--- src/rtl/ysyx_23060332_ifu_if.sv ---
// Fetch-unit bus: the instruction-memory request/response channel, the IDU
// instruction handshake and the EXU redirect.
interface ysyx_23060332_ifu_if;
  logic        imem_req_valid;
  logic        imem_req_ready;
  logic [31:0] imem_req_addr;
  logic        imem_rsp_valid;
  logic [31:0] imem_rsp_data;
  logic        inst_valid;
  logic        inst_ready;
  logic [31:0] inst_o;
  logic [31:0] pc_o;
  logic        jump_en;
  logic [31:0] jump_addr;
  logic        misalign_err;

  modport master (
    output imem_req_valid, imem_req_addr, inst_valid, inst_o, pc_o, misalign_err,
    input  imem_req_ready, imem_rsp_valid, imem_rsp_data, inst_ready, jump_en, jump_addr
  );

  modport slave (
    input  imem_req_valid, imem_req_addr, inst_valid, inst_o, pc_o, misalign_err,
    output imem_req_ready, imem_rsp_valid, imem_rsp_data, inst_ready, jump_en, jump_addr
  );
endinterface

--- src/rtl/ysyx_23060332_ifu.sv ---
// Single-outstanding instruction fetch unit: IDLE -> REQ -> WAIT -> HOLD -> REQ.
// Define YSYX_23060332_IFU_MISALIGN_CHK_EN to halt on a misaligned redirect.
module ysyx_23060332_ifu #(
  parameter logic [31:0] RESET_PC = 32'h8000_0000
) (
  input  logic                        clk,
  input  logic                        rst,
  ysyx_23060332_ifu_if.master         bus
);

  typedef enum logic [2:0] {
    IDLE = 3'd0,
    REQ  = 3'd1,
    WAIT = 3'd2,
    HOLD = 3'd3,
    HALT = 3'd4
  } state_t;

  state_t      state_reg, state_next;
  logic [31:0] pc_reg, pc_next;
  logic [31:0] inst_reg, inst_next;
  logic        retire;
  logic [31:0] target;

  assign retire = (state_reg == HOLD) && bus.inst_ready;
  // Redirect targets are word aligned; the low bits are discarded.
  assign target = bus.jump_addr & 32'hFFFF_FFFC;

`ifdef YSYX_23060332_IFU_MISALIGN_CHK_EN
  logic misalign_reg, misalign_next;
  logic bad_jump;

  assign bad_jump = bus.jump_en && (bus.jump_addr[1:0] != 2'b00);
`endif

  always_ff @(posedge clk) begin
    if (rst) begin
      state_reg <= IDLE;
      pc_reg    <= RESET_PC;
      inst_reg  <= 32'h0;
    end else begin
      state_reg <= state_next;
      pc_reg    <= pc_next;
      inst_reg  <= inst_next;
    end
  end

`ifdef YSYX_23060332_IFU_MISALIGN_CHK_EN
  always_ff @(posedge clk) begin
    if (rst) begin
      misalign_reg <= 1'b0;
    end else begin
      misalign_reg <= misalign_next;
    end
  end
`endif

  always_comb begin
    state_next = state_reg;
    pc_next    = pc_reg;
    inst_next  = inst_reg;
`ifdef YSYX_23060332_IFU_MISALIGN_CHK_EN
    misalign_next = misalign_reg;
`endif
    case (state_reg)
      IDLE: state_next = REQ;
      REQ: begin
        if (bus.imem_req_ready) state_next = WAIT;
      end
      WAIT: begin
        if (bus.imem_rsp_valid) begin
          inst_next  = bus.imem_rsp_data;
          state_next = HOLD;
        end
      end
      HOLD: begin
        if (retire) begin
`ifdef YSYX_23060332_IFU_MISALIGN_CHK_EN
          if (bad_jump) begin
            misalign_next = 1'b1;
            state_next    = HALT;
          end else begin
            pc_next    = bus.jump_en ? target : pc_reg + 32'd4;
            state_next = REQ;
          end
`else
          pc_next    = bus.jump_en ? target : pc_reg + 32'd4;
          state_next = REQ;
`endif
        end
      end
      HALT:    state_next = HALT;
      default: state_next = IDLE;
    endcase
  end

  assign bus.imem_req_valid = (state_reg == REQ);
  assign bus.imem_req_addr  = pc_reg;
  assign bus.inst_valid     = (state_reg == HOLD);
  assign bus.inst_o         = inst_reg;
  assign bus.pc_o           = pc_reg;
`ifdef YSYX_23060332_IFU_MISALIGN_CHK_EN
  assign bus.misalign_err   = misalign_reg;
`else
  assign bus.misalign_err   = 1'b0;
`endif

endmodule

--- src/flat_wrapper.sv ---
// flat-port wrapper written by rule: the top's interface ports become plain ports
module ysyx_23060332_ifu_flat 
#(
  parameter logic [31:0] RESET_PC = 32'h8000_0000
)
  (clk, rst, bus_imem_req_valid, bus_imem_req_addr, bus_inst_valid, bus_inst_o, bus_pc_o, bus_misalign_err, bus_imem_req_ready, bus_imem_rsp_valid, bus_imem_rsp_data, bus_inst_ready, bus_jump_en, bus_jump_addr);
  ysyx_23060332_ifu_if bus_i ();
  input  logic clk;
  input  logic rst;
  output wire logic [$bits(bus_i.imem_req_valid)-1:0] bus_imem_req_valid;
  output wire logic [$bits(bus_i.imem_req_addr)-1:0] bus_imem_req_addr;
  output wire logic [$bits(bus_i.inst_valid)-1:0] bus_inst_valid;
  output wire logic [$bits(bus_i.inst_o)-1:0] bus_inst_o;
  output wire logic [$bits(bus_i.pc_o)-1:0] bus_pc_o;
  output wire logic [$bits(bus_i.misalign_err)-1:0] bus_misalign_err;
  input wire logic [$bits(bus_i.imem_req_ready)-1:0] bus_imem_req_ready;
  input wire logic [$bits(bus_i.imem_rsp_valid)-1:0] bus_imem_rsp_valid;
  input wire logic [$bits(bus_i.imem_rsp_data)-1:0] bus_imem_rsp_data;
  input wire logic [$bits(bus_i.inst_ready)-1:0] bus_inst_ready;
  input wire logic [$bits(bus_i.jump_en)-1:0] bus_jump_en;
  input wire logic [$bits(bus_i.jump_addr)-1:0] bus_jump_addr;
  assign bus_imem_req_valid = bus_i.imem_req_valid;
  assign bus_imem_req_addr = bus_i.imem_req_addr;
  assign bus_inst_valid = bus_i.inst_valid;
  assign bus_inst_o = bus_i.inst_o;
  assign bus_pc_o = bus_i.pc_o;
  assign bus_misalign_err = bus_i.misalign_err;
  assign bus_i.imem_req_ready = bus_imem_req_ready;
  assign bus_i.imem_rsp_valid = bus_imem_rsp_valid;
  assign bus_i.imem_rsp_data = bus_imem_rsp_data;
  assign bus_i.inst_ready = bus_inst_ready;
  assign bus_i.jump_en = bus_jump_en;
  assign bus_i.jump_addr = bus_jump_addr;
  ysyx_23060332_ifu #(.RESET_PC(RESET_PC)) u_core (.clk(clk), .rst(rst), .bus(bus_i));
endmodule
--- config.mk ---
export PLATFORM = sky130hd
export DESIGN_NAME = ysyx_23060332_ifu_flat
export DESIGN_NICKNAME = d
export VERILOG_FILES = /design/src/rtl/ysyx_23060332_ifu_if.sv /design/src/rtl/ysyx_23060332_ifu.sv /design/src/flat_wrapper.sv
export SDC_FILE = /design/constraint.sdc
export NUM_CORES = 1
export LEC_CHECK = 0
export CAP_MARGIN = 30
export CORE_MARGIN = 2
export CORE_UTILIZATION = 42
export CTS_BUF_LIST = sky130_fd_sc_hd__clkbuf_4
export DETAILED_ROUTE_END_ITERATION = 8
export PLACE_DENSITY_LB_ADDON = 0.08
export SLEW_MARGIN = 20
export SYNTH_ARGS = -nofsm -noshare
export SYNTH_HDL_FRONTEND = slang
export SYNTH_SLANG_ARGS = --single-unit
--- constraint.sdc ---
create_clock -name clk -period 2.35 [get_ports clk]
set_input_delay 0.3525 -clock clk [delete_from_list [all_inputs] [get_ports clk]]
set_output_delay 0.3525 -clock clk [all_outputs]
set_load 0.02 [all_outputs]
==> impl_results.md, run 1 <==
- Initial Util: between 40% and 50%
- DRC viols: 0
- Clock root buffer master: clkbuf_4
- Vias in the first global route: 3,329
- Final ANT Viol Nets: 0
- Clock sinks: 65
- Reg2reg end: u_core.bus.imem_req_addr[23]
- WL final: between 9000 and 10,000 um
- Fin area: just over 5000 sq um
- Buf/Inv on CP: 0
- Clk_skew: between 0.015 and 0.02 ns
- Max_cap viols: 0
- GR Util met3: approximately 7.1%
- CP Capture Type: register
- Crit path launch type: register
- Seq cells post-synth: 65
- Via Count: between 3,000 and 4,000
- Die width: 95.6 um
- CP Max Fanout: 5
- Antenna diodes: 0
- CP Class: register to register
- Area delta synth->final: 46.4%
- CP Launch Point: u_core.bus.imem_req_addr[11]
- Critical path's most frequent cell: or4_4
- RSZ-0062 raised after global routing: no
- First DRT Iteration DRCs: ~130
- Crit-path slowest cell: or4_4
- Final Non-Filler Cells: around 700
- Period utilization: about 93%
- Max reg flops: 32
- CTS Buf Count: 9
- Synth cell count leaders: 90 x nand2_1, 65 x dfxtp_1, 57 x a21oi_1
- Post-synth ARST share: 0%
- Met2 GRT Util: 36.8%
- Post-CTS Setup Inserts: 0
- Gr usage total: 21.6%
- Synth area leader: dfxtp_1
- Crit-path cells: nand3_2 > or4_4 > or4_4 > a311o_1
- Register area share after synthesis: 36.9%
- Ys flop type: dfxtp_1
- R2R depth: 4
- Cell depth of the worst setup path: 4
- Final GP Congestion: slightly above 0.8
- DP Cell Count: 680
- Post-route minimum period: around 2.2 ns
- Critical Path End: u_core.bus.imem_req_addr[23]
- Buffers on Ports: between 150 and 200
- Core area: between 8000 and 9000 sq um
- Vias per cell: approximately 5.2
- Top Ports: approximately 170
- PD cells: approximately 430 nW/um^2
- Post-route setup TNS: 0 ns
- CP peak stage delay: ~0.59 ns
- Count of pins over their slew limit: 0
- CTS tree: yes
- CTS Hold Buffers Added: 0
- Worst Hold Slack: between 0.2 and 0.3 ns
- Cell Area, Placed: 5030 sq um
- Critical Path RT: 2.63 ns
- Total power: 2230 uW
- Synth top area share: 36.9%
- Die ar.: 9140 sq um
- Netlist cell types: 55
- Share of cells above drive strength 1: ~8.5%
- First-pass GRT wire length: around 16,000 um
- Largest delay share family, worst path: simple AND/OR/NAND/NOR gates
- Met1 Use GR: 26.1%
- FP Rows: 33
- Reg-to-reg slack, setup: ~0.17 ns
- CTS clock-pin slew for the worst setup and hold paths: 0.12 ns
- Outcome: finished, final reports clean
- Max Root-Sink Buffers: 2
- Initial antenna violation count: 0
- Number of synthesized flops with an enable pin: 0
- Hold WC Path Type: primary input to register
- Crit Reg-Reg Startpoint: u_core.bus.imem_req_addr[11]
- Per-cell routed wire length: ~14 um
- Fin nets: 657
- Post-DP HPWL: 7060 um
- Pin count of the biggest net entering global routing: 66
- Relative slew margins: 52.8%
- CTS H-tree depth: 3
- Worst VDD drop: a little over 0.0003 V
- Worst slew pin tran: between 0.7 and 0.8 ns
- Warnings, synthesis: 0
- Clk_lat worst skew: approximately 0.4 ns
- Final setup violation count: 0
- LEAKAGE: 0.00177 uW
- GR Overflow Total: 0
- Count leader, synth: nand2_1
- Netlist Area Pre-Place: between 3000 and 4000 sq um
- Count of final hold-check violations: 0
- CP Data Arrival Time: roughly 2.5 ns
- Cells after Synth: about 460
- Syn Area/Cell: between 7 and 8 sq um
- Most used routing layer: met2
- Iteration count of the initial detailed-routing pass: 4
- Synth area leaders: dfxtp_1 37%, nand2_1 9.6%, a21oi_1 8.1%
- Fmax: 459 MHz
- Die H: between 90 and 100 um
-- report_power, final --
part           internal, uW  switching (uW)
clock                   313             408
sequential             1130            26.6
combinational           196             162
total                  1630             596
-- per-layer routing --
| metal | wire length, um | up-vias |
|---|---|---|
| met2 | 4950 | 113 |
| met4 | 77 | 0 |
| met3 | 877 | 7 |
| met1 | 4060 | 1693 |
| met5 | 0 | - |
| li1 | - | 1835 |
-- kinds of logic after synthesis --
family	Yosys count	share of synthesized area (%)
AOI/OAI and AO/OA	117	20.0
adders and majority gates	1	0.355
buffers and inverters	72	11.9
DFF	65	36.9
muxes	10	2.84
other	1	0.106
and+or+nand+nor	193	27.9
-- placed cells by master, fill, tap and decap left out, drive strengths merged, types with 3 or more instances in the layout --
cell           netlist  layout
a31oi               11      11
clkdlybuf4s50        0     159
and3                12      12
o31ai                3       3
a22oi                4       4
or4                  6       6
a32o                 6       6
dfxtp               65      65
buf                 36      22
nand3               11      11
inv                  3       3
nand2               91      91
nand4                9       9
nor2b                6       6
a211oi               5       5
a21oi               57      57
nor3                 9       9
and2                 3       3
clkinv               0       3
nor2                21      21
clkbuf              33       9
o21ai               16      16
nor4                 4       4
conb                 1       5
nor3b                3       3
mux2i               10      10
-- worst register-to-register path, cell delays in order (launching register included) --
cell and delay, ns:
dfxtp_1 0.42, nand3_2 0.17, or4_4 0.59, or4_4 0.53, a311o_1 0.36
-- timing repair --
| action | in CTS | in global routing |
|---|---|---|
| endpoints found under the hold margin | 0 | 0 |
| endpoints found under the setup margin | 0 | 1 |
| gates resized for setup | 0 | 1 |
-- stage by stage --
step | utilization, % | setup slack [ns]
after global routing | 63.1 | 0.0576
after detailed placement | 61.5 | 0.187
after floorplan | - | 0.0941
after CTS | 63.1 | 0.147
final | 63.1 | 0.169
after global placement | 61.5 | 0.211
-- how the worst min path moves through the flow --
| stage | from | end | slack [ns] | cells after the start |
|---|---|---|---|---|
| 2_1_floorplan | bus_imem_rsp_data[0] | u_core.bus.inst_o[0] | 0.49 | 2 |
| 3_3_place_gp | u_core.bus.inst_o[25] | u_core.bus.inst_o[25] | 0.44 | 2 |
| 3_5_place_dp | u_core.bus.inst_o[2] | u_core.bus.inst_o[2] | 0.45 | 2 |
| 4_1_cts | rst | u_core.bus.imem_req_addr[27] | 0.27 | 3 |
| 5_1_grt | rst | u_core.bus.imem_req_addr[27] | 0.30 | 3 |
| 6_report | rst | u_core.bus.imem_req_addr[27] | 0.29 | 3 |
-- layout make-up --
cell class | instances | area [sq um]
Clock buffer | 9 | 67.6
Clock inverter | 6 | 60.1
Fill cell | 733 | 3020
Inverter | 3 | 11.3
Multi-Input combinational cell | 326 | 1830
Sequential cell | 65 | 1300
Tap cell | 105 | 131
Timing Repair Buffer | 181 | 1750
No activity file was read; power rests on OpenSTA's default activity.
==> run 2, diff against run 1 <==
--- a/config.mk
+++ b/config.mk
@@ -6,7 +6,7 @@
 export NUM_CORES = 1
 export LEC_CHECK = 0
 export CAP_MARGIN = 30
-export CORE_MARGIN = 2
+export CORE_MARGIN = 1.5
 export CORE_UTILIZATION = 42
 export CTS_BUF_LIST = sky130_fd_sc_hd__clkbuf_4
 export DETAILED_ROUTE_END_ITERATION = 8
==> run 2 against run 1 <==
Effect of this change: routed wire length up 0.90%; global-route usage up 0.99 points; fmax is essentially flat; first-iteration DRC count up 6.3%; register-to-register slack better by 0.02 ns; cell area rose by 1.7%; hold slack worse by 0.044 ns; clock-buffer cell count is the same; die area decreased by 2.1%; combinational power up 1%; sequential share of layout area is 0.42 points lower; critical path depth down 2; critical endpoint is now bus_imem_req_valid; largest cell class unchanged; largest power group unchanged; highest routed layer unchanged.
==> impl_results.md, run 2 (synthesis results as in run 1) <==
- DRC viols: 0 (unchanged)
- Post-CTS Setup Inserts: 0 (unchanged)
- PD cells: 477 nW/um^2 (+10%)
- CTS tree: yes
- Fin area: 5240 sq um (+1.7%)
- Initial Util: 43.1% (unchanged)
- Critical Path RT: 2.00 ns (-0.63 ns)
- Per-cell routed wire length: 14.4 um (+0.47%)
- Clk pwr share: 39.6% (+7.3 points)
- Clk_lat worst skew: 0.42 ns (+0.02 ns)
- Die H: 94.6 um (-1.0%)
- Buf/Inv on CP: 1 (+1)
- Fmax: 458 MHz (about the same)
- Net Sw Power: 641 uW (+7.6%)
- Commonest non-fill, non-tap cell in the layout: clkdlybuf4s50_1
- Die ar.: 8950 sq um (-2.1%)
- Die width: 94.6 um (-1.0%)
- CP Data Arrival Time: 1.83 ns (-0.63 ns)
- CP peak stage delay: 0.63 ns (+0.04 ns)
- First DRT Iteration DRCs: 136 (+6.3%)
- Outcome: finished, final reports clean
- Cell depth of the worst setup path: 2 (-2)
- Fin nets: 659 (+0.30%)
- CP Capture Type: output port
- Share of cells above drive strength 1: 8.77% (+0.29 points)
- Area delta synth->final: 48.8%
- Crit-path slowest cell: clkdlybuf4s50_1
- First-pass GRT wire length: 15,900 um (+0.78%)
- Post-DP HPWL: 7020 um (-0.58%)
- Pin count of the biggest net entering global routing: 66 (unchanged)
- CTS H-tree depth: 3 (unchanged)
- Most frequent cells in the layout: 159 x clkdlybuf4s50_1, 90 x nand2_1, 64 x dfxtp_1
- Period utilization: 92.9% (about the same)
- Max_cap viols: 0 (unchanged)
- Reg-to-reg slack, setup: 0.19 ns (+0.02 ns)
- Int Power: 1860 uW (+14%)
- Hold WC Path Type: primary input to register
- Post-cts gate resize count: 0 (unchanged)
- RSZ-0062 raised after global routing: no
- Count of final hold-check violations: 0 (unchanged)
- Relative slew margins: 52.3% (-0.44 points)
- CP Class: register to output port
- Max reg flops: 32 (unchanged)
- Via Count: 3,672 (+0.66%)
- Core area: 8180 sq um (unchanged)
- Count of pins over their slew limit: 0 (unchanged)
- LEAKAGE: 0.00181 uW (+2.2%)
- Crit path launch type: register
- Worst slew pin tran: 0.715 ns (+0.00665 ns)
- Clock sinks: 65 (unchanged)
- CP Max Fanout: 10 (+5)
- Initial antenna violation count: 0 (unchanged)
- Total power: 2500 uW (+12%)
- Layout fillers: 737 (+0.55%)
- Vias per cell: 5.26 (+0.23%)
- Vias in the first global route: 3,384 (+1.7%)
- Clock root buffer master: clkbuf_4
- Max Root-Sink Buffers: 2 (unchanged)
- Cell Area, Placed: 5060 sq um (+0.55%)
- Antenna diodes: 0 (unchanged)
- GR Overflow Total: 0 (unchanged)
- Crit-path cells: nor3b_1 > clkdlybuf4s50_1
- WL final: 10,100 um (+0.90%)
- Net Sw Frac: 25.6% (-1.1 points)
- FF+latch area: 1300 sq um (unchanged)
- CTS Buf Count: 9 (unchanged)
- Hold Crit Depth: 3 (unchanged)
- Area of the multi-input gates: 1830 sq um (unchanged)
- R2R depth: 4 (unchanged)
- Share of power burned in registers: 46.0% (-5.6 points)
- Gr usage total: 22.6% (+0.99 points)
- FP Rows: 33 (unchanged)
- CTS Hold Buffers Added: 0 (unchanged)
- Final ANT Viol Nets: 0 (unchanged)
- Largest delay share family, worst path: buffers and inverters
- Comb power frac: 14.4% (-1.6 points)
- Post-route minimum period: 2.18 ns (+0.00152 ns)
- CTS clock-pin slew for the worst setup and hold paths: 0.12 ns (about the same)
- Final setup violation count: 0 (unchanged)
- Buffers on Ports: 161 (unchanged)
- Final GP Congestion: 0.797 (-3.4%)
- Clk_skew: 0.0127 ns (-0.00371 ns)
- Worst VDD drop: 0.000316 V (+1.4%)
- Post-route setup TNS: 0 ns (unchanged)
- Top Ports: 169 (unchanged)
- Iteration count of the initial detailed-routing pass: 4 (unchanged)
[run 2: cell types whose count changed in the layout (fill, tap and decap cells not counted), sizes merged]
cell,delta
buf,+2
bufinv,+2
clkinvlp,-1
[run 2: power groups by stage]
stage               Sequential, uW  Clock (uW)  Combinational, uW
finish                        1150         990                361
global route                  1160        1060                390
CTS                           1150        1010                363
detailed placement            1180           0                362
global placement              1170           0                359
floorplan                     1190           0                158
[run 2: final timing paths]
path / from / end
worst max-delay path: u_core.state_reg[0] / bus_imem_req_valid
worst min-delay path: rst / u_core.bus.imem_req_addr[27]
worst max register to register: u_core.bus.imem_req_addr[11] / u_core.bus.imem_req_addr[23]
worst min register to register: u_core.bus.inst_o[6] / u_core.bus.inst_o[6]
[run 2: per-stage QoR]
| step | instances | hold WS, ns | util [%] | setup WS, ns |
|---|---|---|---|---|
| finish | 698 | 0.247 | 64.1 | 0.168 |
| global route | 698 | 0.256 | 64.1 | 0.0525 |
| CTS | 698 | 0.239 | 64.1 | 0.145 |
| detailed placement | 682 | 0.446 | 61.8 | 0.190 |
| global placement | 682 | 0.441 | 61.8 | 0.224 |
| floorplan | 463 | 0.489 | - | 0.0941 |
[run 2: per-layer routing]
layer  global-route usage, %  part of all wire [%]  vias up
met2                    39.2                    50      114
li1                        -                     -     1845
met4                    6.09                  0.54        0
met5                       0                     0        -
met3                    8.70                   8.2        4
met1                    25.9                    42     1709
[run 2: final cells by class]
cell class / count / share of cell area (%)
clock inverter: 7 / 2.27
clock buffer: 9 / 1.29
inverter: 3 / 0.215
timing repair buffer: 183 / 33.9
tap: 105 / 2.51
sequential: 65 / 24.8
multi-input combinational: 326 / 35.0
[run 2: tightest hold or removal path, cell delays in order]
cell     delay [ns]
buf_2          0.08
or2_2          0.13
o22ai_1        0.07
==> run 3, diff against run 2 <==
==> constraint.sdc (replaced) <==
create_clock -name clk -period 2.35 [get_ports clk]
set_input_delay 0.3525 -clock clk [delete_from_list [all_inputs] [get_ports clk]]
set_output_delay 0.3525 -clock clk [all_outputs]
set_load 0.01 [all_outputs]
==> results of run 3 <==
The final DEF is identical to that of run 2. Status: finished, final reports clean.
Main changes from that run: setup slack after layout 0.168 ns -> 0.194 ns; start point of the critical path u_core.state_reg[0] -> u_core.bus.imem_req_addr[11]; end point of the critical path bus_imem_req_valid -> u_core.bus.imem_req_addr[23]; total power 2500 uW -> 2470 uW; worst IR drop on VDD 0.000316 V -> 0.000314 V
